$ cat src/rtl/dmem_ctrl.sv
// Data-memory front-end: sizes, aligns and extends loads/stores and emulates a
// slow memory by stalling the pipeline LATENCY cycles before committing.
module dmem_ctrl #(
    parameter int LATENCY = 2,
    parameter int ADDR_W  = 10
) (
    input  logic              clk_i,
    input  logic              rst_i,
    input  logic              req_valid_i,
    input  logic              req_we_i,
    input  logic [31:0]       req_addr_i,
    input  logic [31:0]       req_wdata_i,
    input  logic [1:0]        req_size_i,
    input  logic              req_unsigned_i,
    input  logic              hold_i,
    output logic              stall_o,
    output logic [31:0]       rdata_o,
    output logic              rdata_valid_o,
    output logic              misalign_o,
    output logic [ADDR_W-1:0] mem_addr_o,
    output logic              mem_we_o,
    output logic [3:0]        mem_be_o,
    output logic [31:0]       mem_wdata_o,
    input  logic [31:0]       mem_rdata_i
);

    localparam int CNT_W = (LATENCY < 1) ? 1 : $clog2(LATENCY + 1);
    localparam logic [CNT_W-1:0] CNT_LOAD = CNT_W'((LATENCY > 0) ? LATENCY - 1 : 0);
    localparam bit ZERO_LAT = (LATENCY == 0);

    typedef enum logic [1:0] {IDLE, WAIT, DONE} state_t;

    state_t           r_state;
    logic [CNT_W-1:0] r_cnt;
    logic [31:0]      r_rdata;
    logic             r_hold_load;

    logic [1:0]  w_off;
    logic        w_misalign;
    logic        w_accept;
    logic        w_complete;
    logic        w_load_done;
    logic        w_held;
    logic [31:0] w_load_fmt;

    function automatic logic [31:0] fmt_load(input logic [31:0] word, input logic [1:0] off,
                                             input logic [1:0] size, input logic uns);
        logic [31:0] sh;
        sh = word >> {off, 3'b000};
        case (size)
            2'b00:   fmt_load = uns ? {24'b0, sh[7:0]}  : {{24{sh[7]}}, sh[7:0]};
            2'b01:   fmt_load = uns ? {16'b0, sh[15:0]} : {{16{sh[15]}}, sh[15:0]};
            default: fmt_load = word;
        endcase
    endfunction

    function automatic logic [3:0] lane_be(input logic [1:0] off, input logic [1:0] size);
        case (size)
            2'b00:   lane_be = 4'b0001 << off;
            2'b01:   lane_be = off[1] ? 4'b1100 : 4'b0011;
            default: lane_be = 4'b1111;
        endcase
    endfunction

    function automatic logic [31:0] lane_data(input logic [31:0] wd, input logic [1:0] size);
        case (size)
            2'b00:   lane_data = {4{wd[7:0]}};
            2'b01:   lane_data = {2{wd[15:0]}};
            default: lane_data = wd;
        endcase
    endfunction

    assign w_off      = req_addr_i[1:0];
    // Size 11 decodes as word via size[1].
    assign w_misalign = req_valid_i &&
                        (((req_size_i == 2'b01) && w_off[0]) || (req_size_i[1] && (w_off != 2'b00)));
    assign w_accept   = !rst_i && (r_state == IDLE) && req_valid_i && !w_misalign;
    assign w_complete = !rst_i && ((w_accept && ZERO_LAT) || ((r_state == WAIT) && (r_cnt == '0)));
    assign w_load_done = w_complete && !req_we_i;
    assign w_held     = !rst_i && (r_state == DONE) && r_hold_load;
    assign w_load_fmt = fmt_load(mem_rdata_i, w_off, req_size_i, req_unsigned_i);

    assign stall_o       = !rst_i && ((w_accept && !ZERO_LAT) || ((r_state == WAIT) && (r_cnt != '0)));
    assign mem_we_o      = w_complete && req_we_i;
    assign rdata_valid_o = w_load_done || w_held;
    assign rdata_o       = w_load_done ? w_load_fmt : (w_held ? r_rdata : 32'b0);
    assign misalign_o    = !rst_i && (r_state == IDLE) && w_misalign;
    assign mem_addr_o    = req_addr_i[ADDR_W+1:2];
    assign mem_be_o      = lane_be(w_off, req_size_i);
    assign mem_wdata_o   = lane_data(req_wdata_i, req_size_i);

    always_ff @(posedge clk_i) begin
        if (rst_i) begin
            r_state     <= IDLE;
            r_cnt       <= '0;
            r_hold_load <= 1'b0;
        end else if (w_complete) begin
            // A frozen pipeline cannot consume the result yet, so park it in DONE.
            if (hold_i) begin
                r_state     <= DONE;
                r_hold_load <= !req_we_i;
                r_rdata     <= w_load_fmt;
            end else begin
                r_state     <= IDLE;
            end
        end else begin
            case (r_state)
                IDLE: begin
                    if (w_accept) begin
                        r_state <= WAIT;
                        r_cnt   <= CNT_LOAD;
                    end
                end
                WAIT: r_cnt <= r_cnt - 1'b1;
                DONE: begin
                    if (!hold_i) begin
                        r_state     <= IDLE;
                        r_hold_load <= 1'b0;
                    end
                end
                default: r_state <= IDLE;
            endcase
        end
    end

endmodule

$ cat config.mk
export PLATFORM = sky130hd
export DESIGN_NAME = dmem_ctrl
export DESIGN_NICKNAME = d
export VERILOG_FILES = /design/src/rtl/dmem_ctrl.sv
export SDC_FILE = /design/constraint.sdc
export NUM_CORES = 1
export LEC_CHECK = 0
export CAP_MARGIN = 25
export CORE_MARGIN = 2
export CORE_UTILIZATION = 34
export DETAILED_ROUTE_END_ITERATION = 8
export GPL_ROUTABILITY_DRIVEN = 0
export PLACE_DENSITY = 0.83
export SKIP_LAST_GASP = 1
export SLEW_MARGIN = 20
export SYNTH_ARGS = -nofsm -noshare
export SYNTH_HDL_FRONTEND = slang
export SYNTH_SLANG_ARGS = --single-unit
$ cat constraint.sdc
create_clock -name clk_i -period 2.08 [get_ports clk_i]
set_input_delay 0.208 -clock clk_i [delete_from_list [all_inputs] [get_ports clk_i]]
set_output_delay 0.208 -clock clk_i [all_outputs]
set_load 0.05 [all_outputs]
==> results of run 1 <==
[flip-flops by register name (all words and copies together) (netlist names)]
register,flops
r_cnt,2
r_hold_load,1
r_state,2
r_rdata,32
[power by group]
group | total (uW) | switching [uW] | internal, uW
Clock | 631 | 277 | 354
Sequential | 836 | 7.24 | 829
Combinational | 1030 | 547 | 478
Total | 2490 | 831 | 1660
[path summary, 6_finish.rpt]
check / from / end / slack (ns) / depth (start not counted)
hold / removal: req_addr_i[6] / mem_addr_o[4] / 0.42 / 0
setup / recovery: r_cnt[0] / rdata_o[27] / -0.13 / 7
setup reg to reg: r_cnt[0] / r_rdata[31] / 0.45 / 6
hold reg to reg: r_hold_load / r_hold_load / 0.48 / 2
[per-stage QoR]
step	utilization, %	hold WS, ns	total power [uW]	setup TNS (ns)	setup WS [ns]
after detailed placement	57.13	0.4163	1815	-11.33	-0.4260
final	61.91	0.4160	2493	-1.527	-0.1348
after floorplan	-	0.3742	1408	-0.3959	-0.09897
after global placement	57.13	0.4163	1792	-9.405	-0.3826
after global routing	61.91	0.4161	2583	-3.713	-0.1936
after CTS	60.50	0.4163	2463	-1.215	-0.1008
[critical path, delay by kind of cell (launching register included)]
kind	cells	cell delay, ns
compound gates	2	0.56
simple gates	2	0.43
flops	1	0.34
buf+inv	2	0.21
fa+ha+maj	1	0.15
[cells by family (layout without fill, tap and decap cells)]
family | count (synthesis) | in the layout | synth area share, %
and+or+nand+nor | 102 | 102 | 15.05
buffers and inverters | 52 | 213 | 9.504
adders and majority gates | 1 | 1 | 0.4168
DFF | 37 | 37 | 35.35
AOI/OAI and AO/OA | 99 | 100 | 24.30
muxes | 42 | 42 | 15.38
[synthesized netlist by cell type]
cell / number
edfxtp_1: 32
and3_1: 1
and3b_1: 1
o22ai_1: 4
mux2_2: 29
nor2b_1: 7
inv_1: 5
nand2_1: 63
o2111a_4: 1
buf_1: 1
nor2_1: 13
a21oi_1: 10
nand2b_1: 5
and4bb_2: 1
clkbuf_1: 19
a211oi_1: 1
o211ai_1: 1
nor3b_1: 1
ha_1: 1
or2_2: 2
a22o_1: 12
mux2_4: 1
o21ba_2: 1
mux2i_1: 12
clkinv_1: 1
and2_1: 3
buf_2: 6
o21bai_1: 4
buf_4: 18
a2bb2oi_1: 1
a221oi_1: 2
o31ai_1: 1
a22oi_1: 11
nor3_1: 4
o21ai_0: 27
buf_6: 2
a21o_1: 3
a221o_1: 20
dfxtp_1: 5
nand3_1: 1
[metal layers]
layer | track usage (%) | wire (um) | up-vias
li1 | - | - | 1550
met1 | 26.34 | 4229 | 1606
met2 | 42.41 | 5874 | 153
met3 | 4.366 | 831 | 20
met4 | 5.342 | 185 | 0
met5 | 0 | 0 | -
[layout make-up]
| type | count | share of cell area, % |
|---|---|---|
| repair buffers | 199 | 39.39 |
| flip-flops and latches | 37 | 19.89 |
| clock inverters | 2 | 0.6319 |
| clock buffers | 6 | 1.357 |
| multi-input cells | 245 | 35.76 |
| well taps | 108 | 2.528 |
| inverters | 6 | 0.4447 |
[timing repair]
item	in CTS	in global routing
endpoints found under the setup margin	34	42
gates cloned	1	0
resized for setup	50	21
pin swaps	6	5
setup buffers	3	2
==> impl_metrics.ini, run 1 <==
[run]
maxCapViolCount = 0

[critical_path]
end_kind = output port
cp_slowest_stage_delay_ns = 0.34
crit_path_max_fanout = 8
crit_required_ns = 1.87
crit_chain = inv_2 > ha_4 > and4bb_2 > and2_4 > o2111a_2 > a221o_2 > buf_8
worst-setup-path-type = reg2out
arrival_ns = 2.01
crit_path_top_delay_cell = dfxtp_2
cp-start-kind = flop

[cells_and_area]
nets = 599
register_area_um2 = 1064
layout.cells.most_common = buf_4
multi_input_area_um2 = 1912
num_antenna_cells = 0
most-common-layout-cells = buf_4 (76), clkdlybuf4s50_1 (67), nand2_1 (63)
drive_gt1_share_pct = 44.04
n_fill_cell = 698
area_growth_pct = 78.12
final_area_um2 = 5346
stdcell_count = 603

[global_route]
grt_antenna_before_repair = 0
grt_max_degree = 33
grt_pass1_wl_um = 17590
grt_pass1_vias = 3432
track_usage_pct = 22.59
overflow = 0

[routing]
drtPass1Iterations = 4
via_per_inst = 5.521
drt-initial-drc-count = 215
ant_nets = 0
dr_total_vias = 3329
route.detailed.drc = 0
routed_wl_um = 11120
wl_per_cell_um = 18.44

[clock_network]
clock_latency_ns = 0.30
cts_hold_buf = 0
cts.sinks = 37
clk_path_buf_depth = 2
clkSlewWorstSetupHoldPaths_ns = 0.08
cts_tree = done
cts-root-buf = clkbuf_8
cts_buffers = 5
htree_levels = 2

[logic_synthesis]
synth_area_um2 = 3002
syn-instance-count = 333
syn_area_per_cell_um2 = 9.014
ys_types = 40
synth_top_cell_area_share_pct = 32.01
ys_ff_latch = 37
seq_area_frac_synth_pct = 35.35
synth_top_cell_by_area = edfxtp_1
synthTopCellsByArea = edfxtp_1 (32%), mux2_2 (11%), nand2_1 (7.9%), a221o_1 (6.7%), buf_4 (4.5%)
ys_warn_count = 0
synth_nets = 438

[sta]
fmax_mhz = 451.5
slew_violations = 0
finalCritPeriodShare_pct = 106.5
min_period_ns = 2.215
max_slew.worst_pin.slew_ns = 0.3812
fin_ws_ns = -0.1348
skew_ns = 0.009632
finalSetupViolCount = 24
rsz0062_at_grt = true
finalHoldViolations = 0
max_slew_margin_pct = 74.39

[die]
die_w_um = 97.96
ioPinCount = 186
die_area_um2 = 9596
rows = 34
die_h_um = 97.96
initial_core_util_pct = 34.76
core_area_um2 = 8636

[power]
power.leakage_uw = 0.002224
peakVddDrop_v = 0.0003606
powerDensity_nw_per_um2 = 466.3

[place]
dp_cells = 590
hpwlAfterDp_um = 8429
placed_cell_area_um2 = 4933
numPortBuffers = 145

[outcome]
status = complete, but fails checks
violations = setup timing

[hold_path]
hold_path.class = in2out
Note: power is estimated with default switching activity, not from simulation.
==> run 2, diff against run 1 <==
Settings changed: CORE_UTILIZATION 34 to 45, DONT_BUFFER_PORTS set to 1, PLACE_DENSITY 0.83 to 0.67.
==> run 2 against run 1 <==
The run still ends with setup timing left. First-iteration DRC count fell by 12%. Power fell by 25%. Global-route usage rose by 1.0 points. Final area fell by 31%. Sequential share of layout area rose by 8.7 points. Combinational power fell by 46%. Core utilization fell by 3.7 points. Fmax rose by 2.6%.
==> impl_metrics.ini, run 2 (same netlist as run 1, synthesis figures left out) <==
[outcome]
status = complete, but fails checks
violations = setup timing

[clock_network]
cts.sinks = 37
clk_path_buf_depth = 2
clkSlewWorstSetupHoldPaths_ns = 0.07
cts_buffers = 5
clock_latency_ns = 0.29
cts-root-buf = clkbuf_8
cts_tree = done
htree_levels = 2

[cells_and_area]
layout.cells.most_common = nand2_1
area_growth_pct = 23.76
final_area_um2 = 3715
nets = 452
n_fill_cell = 537
most-common-layout-cells = nand2_1 (63), edfxtp_1 (32), mux2_2 (29)
top_regs = r_rdata x32, r_cnt x2, r_state x2
num_antenna_cells = 0
largest_register_ffs = 32
stdcell_count = 425
top_register = r_rdata
drive_gt1_share_pct = 34.48

[die]
die_area_um2 = 7339
die_h_um = 85.67
ioPinCount = 186
die_w_um = 85.67
initial_core_util_pct = 47.00
core_area_um2 = 6386
rows = 29

[global_route]
grt_max_degree = 71
grt_antenna_before_repair = 0
grt_pass1_wl_um = 13510
overflow = 0
track_usage_pct = 23.62
grt_pass1_vias = 2601

[place]
hpwlAfterDp_um = 6520
numPortBuffers = 0
placed_cell_area_um2 = 3531
place_ws_ns = 0.06673
dp_cells = 412

[sta]
fin_ws_ns = -0.07815
max_slew.worst_pin.slew_ns = 0.7255
skew_ns = 0.005376
setup-tns-final_ns = -0.8219
min_period_ns = 2.158
finalCritPeriodShare_pct = 103.8
finalHoldViolations = 0
fmax_mhz = 463.4
finalSetupViolCount = 16
holdWs_ns = 0.07759
rsz0062_at_grt = true
slew_violations = 0
max_slew_margin_pct = 51.53

[critical_path]
arrival_ns = 1.95
worst-setup-path-type = reg2out
crit_path_max_fanout = 8
end_kind = output port
cp-start-kind = flop
crit_required_ns = 1.87

[routing]
wl_per_cell_um = 21.16
drt-initial-drc-count = 189
dr_total_vias = 2689
route.detailed.drc = 0
routed_wl_um = 8991
via_per_inst = 6.327
drtPass1Iterations = 4
ant_nets = 0

[power]
powerDensity_nw_per_um2 = 505.4
peakVddDrop_v = 0.0002522
power.leakage_uw = 0.001464

[hold_path]
hold_path.class = in2reg

[run]
maxCapViolCount = 0
==> run 2: through the flow <==
stage               utilization, %  total power (uW)
floorplan                        -              1408
global placement             55.29              1381
detailed placement           55.29              1390
CTS                          57.50              1871
global route                 58.17              1945
finish                       58.17              1878
==> run 2: cell type report <==
cell class	instances	area (um2)	share of cell area (%)
Clock buffer	5	68.82	1.852
Inverter	6	22.52	0.6063
Sequential cell	37	1064	28.63
Tap cell	77	96.34	2.593
Clock inverter	3	12.51	0.3368
Timing Repair Buffer	52	675.6	18.19
Multi-Input combinational cell	245	1775	47.79
==> run 2: final timing paths <==
| kind | from | to | slack (ns) | cells after the start |
|---|---|---|---|---|
| max | r_cnt[0] | rdata_o[28] | -0.08 | 7 |
| min | hold_i | r_state[1] | 0.08 | 1 |
| max reg2reg | r_cnt[1] | r_rdata[17] | 0.48 | 6 |
| min reg2reg | r_hold_load | r_hold_load | 0.46 | 2 |
==> run 2: timing repair <==
action | CTS | global route
setup buffers | 2 | 1
hold buffers | 1 | 0
endpoints found under the hold margin | 5 | 0
pin swaps | 3 | 0
cloned | 1 | 0
resized for setup | 9 | 7
endpoints found under the setup margin | 30 | 33
==> run 2: where the power goes <==
| group | leakage [uW] | switching (uW) | internal (uW) |
|---|---|---|---|
| Sequential | 0.000332 | 6.46 | 829 |
| Clock | 0.0000430 | 258 | 226 |
| Combinational | 0.00109 | 355 | 203 |
| Total | 0.00146 | 620 | 1260 |
==> run 2: critical path, stage by stage (launching register included) <==
cell and delay [ns]:
dfxtp_2 0.33, inv_2 0.05, ha_4 0.15, and4bb_2 0.24, and2_4 0.18, o2111a_4 0.21, a221o_2 0.34, buf_12 0.16
==> run 2: per-layer routing <==
metal / GRT usage (%) / up-vias / share of wire (%)
met1: 26.33 / 1285 / 35
li1: - / 1255 / -
met3: 5.582 / 12 / 8.5
met2: 44.46 / 137 / 54
met4: 6.782 / 0 / 1.9
met5: 0 / - / 0
==> run 3, diff against run 2 <==
Settings changed: CTS_CLUSTER_DIAMETER set to 40, SLEW_MARGIN 20 to 10.
==> results of run 3 <==
No change in the layout: final DEF, timing and power equal those of run 2.
